--- config.mk ---
export PLATFORM = sky130hd
export DESIGN_NAME = data_sender
export DESIGN_NICKNAME = d
export VERILOG_FILES = /design/src/rtl/data_sender.sv
export SDC_FILE = /design/constraint.sdc
export NUM_CORES = 1
export LEC_CHECK = 0
export CAP_MARGIN = 25
export CORE_UTILIZATION = 54
export CTS_CLUSTER_DIAMETER = 200
export DETAILED_ROUTE_END_ITERATION = 16
export PLACE_DENSITY = 0.74
export REMOVE_ABC_BUFFERS = 1
export SLEW_MARGIN = 20
export SYNTH_ARGS = -nofsm -noshare
export SYNTH_HDL_FRONTEND = slang
export SYNTH_SLANG_ARGS = --single-unit
export TNS_END_PERCENT = 1
--- constraint.sdc ---
create_clock -name clka -period 3.2 [get_ports clka]
set_input_delay 0.8 -clock clka [delete_from_list [all_inputs] [get_ports clka]]
set_output_delay 0.8 -clock clka [all_outputs]
set_load 0.01 [all_outputs]
--- src/rtl/data_sender.sv ---
// data_sender: source side of a req/ack CDC handshake.
//   clka      : source-domain clock
//   rst_n     : asynchronous active-low reset
//   in_valid  : producer word valid        in_data : producer word
//   in_ready  : block can take a word this cycle
//   data_req  : registered request to the receiver
//   data      : registered word, stable while data_req is high
//   data_ack  : receiver ack pulse, asynchronous to clka
//   tx_done   : one-cycle pulse when a word is acknowledged
//   tx_err    : one-cycle pulse when a word times out and is dropped
module data_sender #(
  parameter int N          = 4,
  parameter int GAP_CYCLES = 4,
  parameter int TIMEOUT    = 32
) (
  input  logic         clka,
  input  logic         rst_n,
  input  logic         in_valid,
  input  logic [N-1:0] in_data,
  output logic         in_ready,
  output logic         data_req,
  output logic [N-1:0] data,
  input  logic         data_ack,
  output logic         tx_done,
  output logic         tx_err
);
  localparam int TW = $clog2(TIMEOUT + 1);
  typedef enum logic [1:0] {IDLE, REQ, GAP} state_t;
  state_t        state_q, state_d;
  logic          ack_s1_q, ack_s2_q, ack_s3_q, ack_rise;
  logic [TW-1:0] cnt_q, cnt_d;
  logic [7:0]    gap_q, gap_d;
  logic [N-1:0]  data_q, data_d;
  logic          req_q, req_d, done_q, done_d, err_q, err_d;
  assign ack_rise = ack_s2_q & ~ack_s3_q;
  assign in_ready = (state_q == IDLE);
  assign data_req = req_q;
  assign data     = data_q;
  assign tx_done  = done_q;
  assign tx_err   = err_q;
  always_comb begin
    state_d = state_q;
    data_d  = data_q;
    req_d   = req_q;
    cnt_d   = cnt_q;
    gap_d   = gap_q;
    done_d  = 1'b0;
    err_d   = 1'b0;
    case (state_q)
      IDLE: if (in_valid) begin
        data_d  = in_data;
        req_d   = 1'b1;
        cnt_d   = '0;
        state_d = REQ;
      end
      REQ: begin
        cnt_d = (cnt_q == TW'(TIMEOUT)) ? cnt_q : cnt_q + 1'b1;
        // an ack arriving on the last timeout cycle still counts as delivered
        if (ack_rise || cnt_q == TW'(TIMEOUT - 1)) begin
          req_d   = 1'b0;
          done_d  = ack_rise;
          err_d   = ~ack_rise;
          gap_d   = 8'(GAP_CYCLES - 1);
          state_d = GAP;
        end
      end
      GAP: if (gap_q == 8'd0) state_d = IDLE; else gap_d = gap_q - 8'd1;
      default: state_d = IDLE;
    endcase
  end
  always_ff @(posedge clka or negedge rst_n) begin
    if (!rst_n) begin
      state_q  <= IDLE;
      ack_s1_q <= 1'b0;
      ack_s2_q <= 1'b0;
      ack_s3_q <= 1'b0;
      cnt_q    <= '0;
      gap_q    <= '0;
      data_q   <= '0;
      req_q    <= 1'b0;
      done_q   <= 1'b0;
      err_q    <= 1'b0;
    end else begin
      state_q  <= state_d;
      ack_s1_q <= data_ack;
      ack_s2_q <= ack_s1_q;
      ack_s3_q <= ack_s2_q;
      cnt_q    <= cnt_d;
      gap_q    <= gap_d;
      data_q   <= data_d;
      req_q    <= req_d;
      done_q   <= done_d;
      err_q    <= err_d;
    end
  end
endmodule

-- After elaboration in Yosys (flattened, before gate mapping)
Index checks and enable logic that the tools add are counted.
- flip-flop bits (word level): 26
- bits of input ports: 8
- output and inout port bits: 8
- word-level logic and storage cells: 51
- $add $sub $neg: 2
- equal/unequal tests: 9
- multiplexer cells: 17
- bitwise operators: 3
- reductions and logical operators: 10
- operator list (cell ; number):
    $mux 8 ; 2
    $pmux 8 s2 ; 1
    $mux 6 ; 2
    $pmux 6 s2 ; 1
    $reduce_and 3->1 ; 4
    $ne 2x2->1 const B ; 5
    $logic_not 8->1 ; 1
    $sub 8x1->8 const B ; 1
    $add 6x1->6 const B ; 1
    $eq 6x5->1 const B ; 1
    $eq 6x6->1 const B ; 1
    $mux 1 ; 6
    $mux 2 ; 3
    $pmux 2 s3 ; 1
    $reduce_bool 2->1 ; 2
    $eq 2x1->1 const B ; 1
    $eq 2x2->1 const B ; 1
    $logic_not 2->1 ; 1
    $not 1->1 ; 2
    $pmux 1 s2 ; 1
    $reduce_and 2->1 ; 1
    $and 1x1->1 ; 1
    $logic_or 1x1->1 ; 1

-- Longest topological paths before layout
Gate-level depths: netlist (run 1).
- depth after elaboration: 5
- mapped depth: 6

-- Least setup slack after synthesis (run 1)
No wires, ideal clock.
- kind: reg2reg
- from: reg state_q[0]
- to: reg gap_q[5]
- setup time: 79 ps
- arrival: 1623 ps
- data required time: 3121 ps
- slack: 1498 ps
- stages on the path, launching flop included: 5
- path through: dfrtp_1 > or4b_4 > or3_1 > or3_1 > a21oi_1
- longest elaborated chain between the ends: 3
- elaborated cells on any way between the ends: 7
- RTL lines (element ; RTL line ; RTL):
    start: declaration ; 29 ; state_t state_q, state_d;
    start signal: assignment ; 84 ; state_q <= state_d;
    $eq 2x2->1 / $eq 2x1->1 (equally long branches) ; 49 ; case (state_q)
    $ne 2x2->1 (no line) / $reduce_bool 2->1 (equally long branches) ; -- ;
    $reduce_and 3->1 (no line) ; -- ;
    end signal: assignment ; 89 ; gap_q <= gap_d;
    end: declaration ; 32 ; logic [7:0] gap_q, gap_d;
Several ways; a longest one is shown, not always the timed one.
A chain may end at the register's enable or synchronous reset.

-- Final worst setup path (run 1)
- from: reg state_q[1]
- to: out in_ready
- longest elaborated chain between the ends: 1
- RTL lines (element ; RTL line ; RTL):
    $logic_not 2->1 ; 36 ; assign in_ready = (state_q == IDLE);
    end: declaration ; 20 ; output logic in_ready,
Every way passes these cells.

==> out/qor.csv, run 1 <==
stage,metric,value,unit
die,starting density of the core,0.5684,
logic_synthesis,Mapped Avg Cell Area,10.57,um^2
finish,Nets,149,
sta,RSZ-0062 raised after global routing,no,
worst_hold_path,Tightest Hold Check Type,flop to flop,
die,# rows,17,
grt,grt total ovfl,0,
critical_path,Startpoint Class,flop,
finish,antenna fix cells,0,
clock_tree,Post-CTS Resized,0,
logic_synthesis,Unique masters post-synth,36,
clock_tree,hold buffer count at CTS,0,
sta,# setup viols final,0,
power,switching fraction of total power,0.3603,
logic_synthesis,Synth area leaders,"dfrtp_1 52%, ha_1 4.0%, mux2i_1 4.0%",
drt,drt first pass iters,4,
grt,initial antenna violation count,0,
die,IO Count,16,
logic_synthesis,Post-Synthesis Cells,119,
sta,Final min period,2.400,ns
clock_tree,CTS buffer count,3,
grt,first-pass GRT wire length,3.870,mm
drt,DRC Markers,0,
grt,number of global-route vias before repair,917,
drt,routed length per placed instance,13.51,um
sta,worst slew pin tran,0.6565,ns
logic_synthesis,share of flip-flops with an asynchronous set or reset,1.000,
finish,share of layout cells above drive strength 1,0.05147,
clock_tree,Sink Count,26,
placed_design,Detail Placement HPWL,1.636,mm
clock_tree,clk buf depth,2,
sta,Worst Skew,0.001785,ns
power,Clock power frac,0.171,
drt,WL final,2.215,mm
logic_synthesis,post-synthesis sequential area ratio,0.5174,
placed_design,Area after DPL,1438,um^2
logic_synthesis,Post-Synth Adder-Cell Area,0.03980,
logic_synthesis,Post-Synth XOR/XNOR Area,0.01393,
critical_path,"critical path, cell by cell",nor2_1 > clkdlybuf4s50_1,
sta,setup TNS,0,ns
critical_path,"Slowest-stage cell, CP",clkdlybuf4s50_1,
grt,largest net degree at the start of global routing,27,
logic_synthesis,Yosys top cell area share,0.5174,
grt,gr usage total,0.2076,
finish,final instance area,1490,um^2
logic_synthesis,yosys warns,0,
sta,fmax,416.7,MHz
clock_tree,Root Buffer,clkbuf_4,
logic_synthesis,compound-cell area share of the yosys netlist,0.1124,
logic_synthesis,cell taking the most area after synthesis,dfrtp_1,
finish,final core utilization,0.6736,
sta,Hold Fails Final Rpt,0,
sta,Final period util,0.7499,
placed_design,final RePlAce weighted congestion,0.7816,
drt,DRT antenna net count,0,
sta,hold_ws,0.3656,ns
logic_synthesis,largest family of logic cells by synthesized area,simple AND/OR/NAND/NOR gates,
finish,Layout area overhead,18.51,%
clock_tree,clock-pin slew on the worst setup and hold paths,0.14,ns
sta,slew margin rel.,0.5614,
critical_path,CP max stage delay,0.56,ns
critical_path,r2r setup slk,1.18,ns
clock_tree,post-CTS setup buffer count,0,
critical_path,Crit path required time,2.40,ns
run,Max-Cap Viols,0,
outcome,outcome,completed,
power,PnR Total Power,1.292,mW
critical_path,crit path kind,flop to primary output,
die,core box area,2212,um^2
critical_path,CP Data Arrival Time,1.60,ns
drt,initial drt markers,12,
critical_path,Max Fanout on Critical Path,14,
power,"IR drop worst, VDD",0.0005191,V
die,Die ar.,2526,um^2
logic_synthesis,Post-synth EDFFs,0,
power,Pint,826.7,uW
drt,DR vias/cell,5.512,
sta,fin. max-slew vios,0,
power,total net switching power,465.7,uW
clock_tree,H-Tree Level Count,1,
drt,via count,904,
logic_synthesis,Seq cells post-synth,26,
logic_synthesis,Mapped Area,1257,um^2
power,Power Dens Cells,867.3,nW/um^2
power,Flop pwr share,0.447,
clock_tree,worst skew pair latency,0.31,ns
power,Lkg Pwr,0.6664,nW
placed_design,number of port buffers,15,
die,Die X,50.26,um
logic_synthesis,post-synthesis mux area share,0.07562,
clock_tree,CTS tree,built,
logic_synthesis,Post-Synth Simple-Gate Area,0.2100,
power,combinational share of power,0.381,
critical_path,crit end category,primary output,
logic_synthesis,top_reg_cell synth,dfrtp_1,
die,die height,50.26,um
## layout by cell type (no fill, tap or decap), drive strengths merged, types with 5 or more instances in the layout
cell type and count:
inv 7, mux2i 5, dfrtp 26, clkdlybuf4s50 15, nand2 7, a21oi 6, nor2 9, nor3 5
o21ai 5
## sequential cells by signal, summed over array words and instances (netlist names)
name      cells
state_q       2
cnt_q         6
ack_s3_q      1
data          4
gap_q         8
tx_done       1
ack_s1_q      1
ack_s2_q      1
tx_err        1
data_req      1
## power by group through the flow
| stage | combinational, mW | sequential, mW | clock (mW) |
|---|---|---|---|
| finish | 0.493 | 0.578 | 0.221 |
| detailed placement | 0.497 | 0.583 | 0 |
| global placement | 0.475 | 0.575 | 0 |
| global route | 0.559 | 0.597 | 0.237 |
| CTS | 0.501 | 0.577 | 0.228 |
| floorplan | 0.318 | 0.565 | 0 |
## synthesized netlist by cell type (2+ instances only)
library cell,number
dfrtp_1,26
nor2_1,9
inv_1,7
nand2_1,7
a21oi_1,6
mux2i_1,5
nor3_1,5
ha_1,4
mux2_1,4
o21ai_0,4
or3_1,4
a22o_1,3
nor3b_1,3
o21bai_1,3
a211oi_1,2
clkbuf_1,2
nand3_1,2
nor2b_1,2
nor4_1,2
or4_1,2
xnor2_1,2
## layout make-up
cell class / instances / area (um^2)
Clock buffer: 3 / 22.52
Fill cell: 183 / 721.9
Inverter: 7 / 26.28
Tap cell: 28 / 35.03
Sequential cell: 26 / 650.6
Clock inverter: 1 / 30.03
Multi-Input combinational cell: 83 / 568.0
Timing Repair Buffer: 16 / 157.7
## through the flow
step,setup WS [ns],instances
after floorplan,1.390,116
after global placement,1.195,160
after detailed placement,1.168,160
after CTS,0.7824,164
after global routing,0.6969,164
final,0.8002,164
## cells by family after synthesis
| family | count (synthesis) |
|---|---|
| AND/OR/NAND/NOR | 46 |
| flip-flops | 26 |
| AO/OA/AOI/OAI | 22 |
| buffers and inverters | 10 |
| multiplexers | 9 |
| adder cells (fa/ha/maj) | 4 |
| XOR/XNOR | 2 |
## worst max-delay path, delay by kind of cell (launching register included)
family        cells  cell delay (ns)
simple gates      1             0.18
flops             1             0.55
buf+inv           1             0.56
## layer usage
| layer | global-route usage | share of wire | wire, um | vias up |
|---|---|---|---|---|
| met5 | 0 | 0 | 0 | - |
| met4 | 0.1000 | 0.0072 | 16 | 0 |
| met3 | 0.02727 | 0.016 | 36 | 2 |
| met2 | 0.3733 | 0.51 | 1136 | 8 |
| met1 | 0.2400 | 0.46 | 1026 | 439 |
| li1 | - | - | - | 455 |
## path summary, 6_finish.rpt
check,cells after the start,from,to
worst min register to register,0,ack_s1_q$_DFF_PN0_,ack_s2_q$_DFF_PN0_
min in group asynchronous,2,rst_n,gap_q[5]$_DFFE_PN0P_
worst max register to register,4,state_q[1]$_DFFE_PN0P_,gap_q[5]$_DFFE_PN0P_
worst min-delay path,0,ack_s1_q$_DFF_PN0_,ack_s2_q$_DFF_PN0_
worst max-delay path,2,state_q[1]$_DFFE_PN0P_,in_ready
max in group asynchronous,2,rst_n,gap_q[4]$_DFFE_PN0P_
Note: power is estimated with default switching activity, not from simulation.
==> run 2: changes to the inputs <==
CORE_UTILIZATION = 48   (was 54)
PLACE_DENSITY = 0.69   (was 0.74)
clock period = 2.1 ns   (was 3.2 ns; I/O delays follow)
==> run 2 against run 1 <==
Clock skew hardly changed. Cell count is 3.0% higher. Critical path depth is 2 higher. First-iteration DRC count is 33% higher. Combinational power is 70% higher. Hold slack worse by 0.0027 ns. Largest cell class unchanged. Worst setup slack worse by 0.52 ns. Sequential share of layout area hardly changed. Clock power is 10% lower.
==> out/qor.csv, run 2 (same netlist as run 1, synthesis figures left out) <==
stage,metric,value,unit,change
clock_tree,clk buf depth,2,,unchanged
critical_path,r2r setup slk,0.28,ns,-0.90 ns
sta,Worst Skew,0.002070,ns,+0.0002853 ns
power,Power Dens Cells,1254,nW/um^2,+45%
sta,slew margin rel.,0.5687,,+0.007234
finish,max FFs per register,8,,unchanged
drt,via count,947,,+4.8%
sta,worst slew pin tran,0.6411,ns,-0.01541 ns
drt,DRC Markers,0,,unchanged
critical_path,RR Startpoint,state_q[0]$_DFFE_PN0P_,,
placed_design,Cells after DPL,166,,+3.8%
die,Die X,53.19,um,+5.8%
grt,largest net degree at the start of global routing,27,,unchanged
clock_tree,CTS tree,built,,
critical_path,Startpoint Class,flop,,
sta,fmax,548.1,MHz,
critical_path,Crit path required time,2.35,ns,-0.05 ns
finish,share of layout cells above drive strength 1,0.07194,,+0.02047
sta,fin. max-slew vios,0,,unchanged
critical_path,Worst R2R End,gap_q[5]$_DFFE_PN0P_,,
placed_design,Detail Placement HPWL,1.706,mm,+4.3%
finish,Layout area overhead,18.61,%,about the same
drt,DRT antenna net count,0,,unchanged
drt,drt first pass iters,4,,unchanged
finish,Nets,153,,+2.7%
grt,Global Route met2 Usage,0.3460,,-0.02734
sta,# setup viols final,0,,unchanged
grt,initial antenna violation count,0,,unchanged
grt,met1 demand-to-capacity share in global routing,0.2253,,-0.01473
critical_path,CP Data Arrival Time,2.07,ns,+0.47 ns
die,starting density of the core,0.5076,,-0.06086
run,Max-Cap Viols,0,,unchanged
clock_tree,hold buffer count at CTS,0,,unchanged
die,Die ar.,2829,um^2,+12%
critical_path,crit end category,flop,,
drt,DR vias/cell,5.604,,+1.7%
critical_path,crit path kind,flop to flop,,
placed_design,number of port buffers,15,,unchanged
power,PnR Total Power,1.870,mW,+45%
die,IO Count,16,,unchanged
grt,first-pass GRT wire length,3.960,mm,+2.3%
clock_tree,H-Tree Level Count,1,,unchanged
finish,Biggest register,gap_q,,
clock_tree,CTS buffer count,3,,unchanged
clock_tree,Root Buffer,clkbuf_4,,
finish,most frequent cells in the layout,"26 x dfrtp_1, 14 x clkdlybuf4s50_1, 9 x nor2_1",,
drt,WL final,2.257,mm,+1.9%
sta,Final period util,0.8688,,
die,# rows,18,,+1
grt,gr usage total,0.1984,,-0.009159
outcome,outcome,completed,,
sta,RSZ-0062 raised after global routing,no,,
die,core box area,2477,um^2,+12%
clock_tree,post-CTS setup buffer count,0,,unchanged
grt,GRT busiest layer,met2,,
power,"IR drop worst, VDD",0.0008036,V,+55%
sta,setup TNS,0,ns,unchanged
worst_hold_path,Tightest Hold Check Type,flop to flop,,
power,Lkg Pwr,0.6745,nW,+1.2%
clock_tree,clock-pin slew on the worst setup and hold paths,0.13,ns,about the same
critical_path,Max Fanout on Critical Path,3,,-11
critical_path,Critical path origin,state_q[0]$_DFFE_PN0P_,,
placed_design,final RePlAce weighted congestion,0.7892,,+0.97%
finish,"most common cell after layout, fill and taps aside",dfrtp_1,,
finish,final core utilization,0.6020,,-0.07162
clock_tree,Post-CTS Resized,1,,+1
sta,hold_ws,0.3629,ns,-0.002666 ns
grt,grt total ovfl,0,,unchanged
sta,Final min period,1.825,ns,
clock_tree,worst skew pair latency,0.31,ns,about the same
die,die height,53.19,um,+5.8%
finish,antenna fix cells,0,,unchanged
grt,global routing usage on met3,0.03161,,+0.004336
sta,Hold Fails Final Rpt,0,,unchanged
critical_path,R2R depth,4,,unchanged
grt,number of global-route vias before repair,937,,+2.2%
critical_path,Setup crit end,gap_q[5]$_DFFE_PN0P_,,
finish,fin cells,169,,+3.0%
clock_tree,Sink Count,26,,unchanged
drt,routed length per placed instance,13.36,um,-1.1%
worst_hold_path,Worst Min Path Start,ack_s1_q$_DFF_PN0_,,
drt,initial drt markers,16,,+4
[run 2: changes by cell type in the layout (fill, tap and decap cells not counted), sizes merged]
| cell | delta |
|---|---|
| buf | +4 |
| clkdlybuf4s50 | -1 |
| dlygate4sd2 | +1 |
| bufinv | -1 |
[run 2: worst min-delay path by stage]
| stage | endpoint | cells after the start |
|---|---|---|
| detailed placement | ack_s2_q$_DFF_PN0_ | 0 |
| finish | ack_s2_q$_DFF_PN0_ | 0 |
| CTS | ack_s2_q$_DFF_PN0_ | 0 |
| global placement | ack_s2_q$_DFF_PN0_ | 0 |
| global route | ack_s2_q$_DFF_PN0_ | 0 |
| floorplan | ack_s1_q$_DFF_PN0_ | 0 |
[run 2: final cells by class]
type                       count  area [um^2]
clock buffer                   3        22.52
tap                           30        37.54
timing repair buffer          20        186.4
sequential                    26        650.6
multi-input combinational     83        568.0
inverter                       7        26.28
fill                         220        985.9
[run 2: where the power goes]
| part | switching, mW | total, mW | leakage [nW] | internal [mW] |
|---|---|---|---|---|
| Clock | 0.132 | 0.199 | 0.0138 | 0.0670 |
| Sequential | 0.158 | 0.831 | 0.329 | 0.673 |
| Combinational | 0.415 | 0.840 | 0.332 | 0.425 |
[run 2: through the flow]
step / cell area (um^2) / setup WS [ns]
after global routing: 1491 / 0.2168
after global placement: 1470 / 0.3400
after floorplan: 1245 / 0.2896
after detailed placement: 1470 / 0.2955
final: 1491 / 0.2755
after CTS: 1491 / 0.2674
[run 2: worst max-delay path, cell delays in order, from the launching register on]
cell and delay (ns):
dfrtp_1 0.42, or4b_4 0.55, or3_1 0.34, or3_1 0.32, a21oi_1 0.14
[run 2: routing by layer]
layer  wire length, um  up-vias
li1                  -      462
met1              1015      470
met2              1146       11
met3                46        4
met4                48        0
met5                 0        -
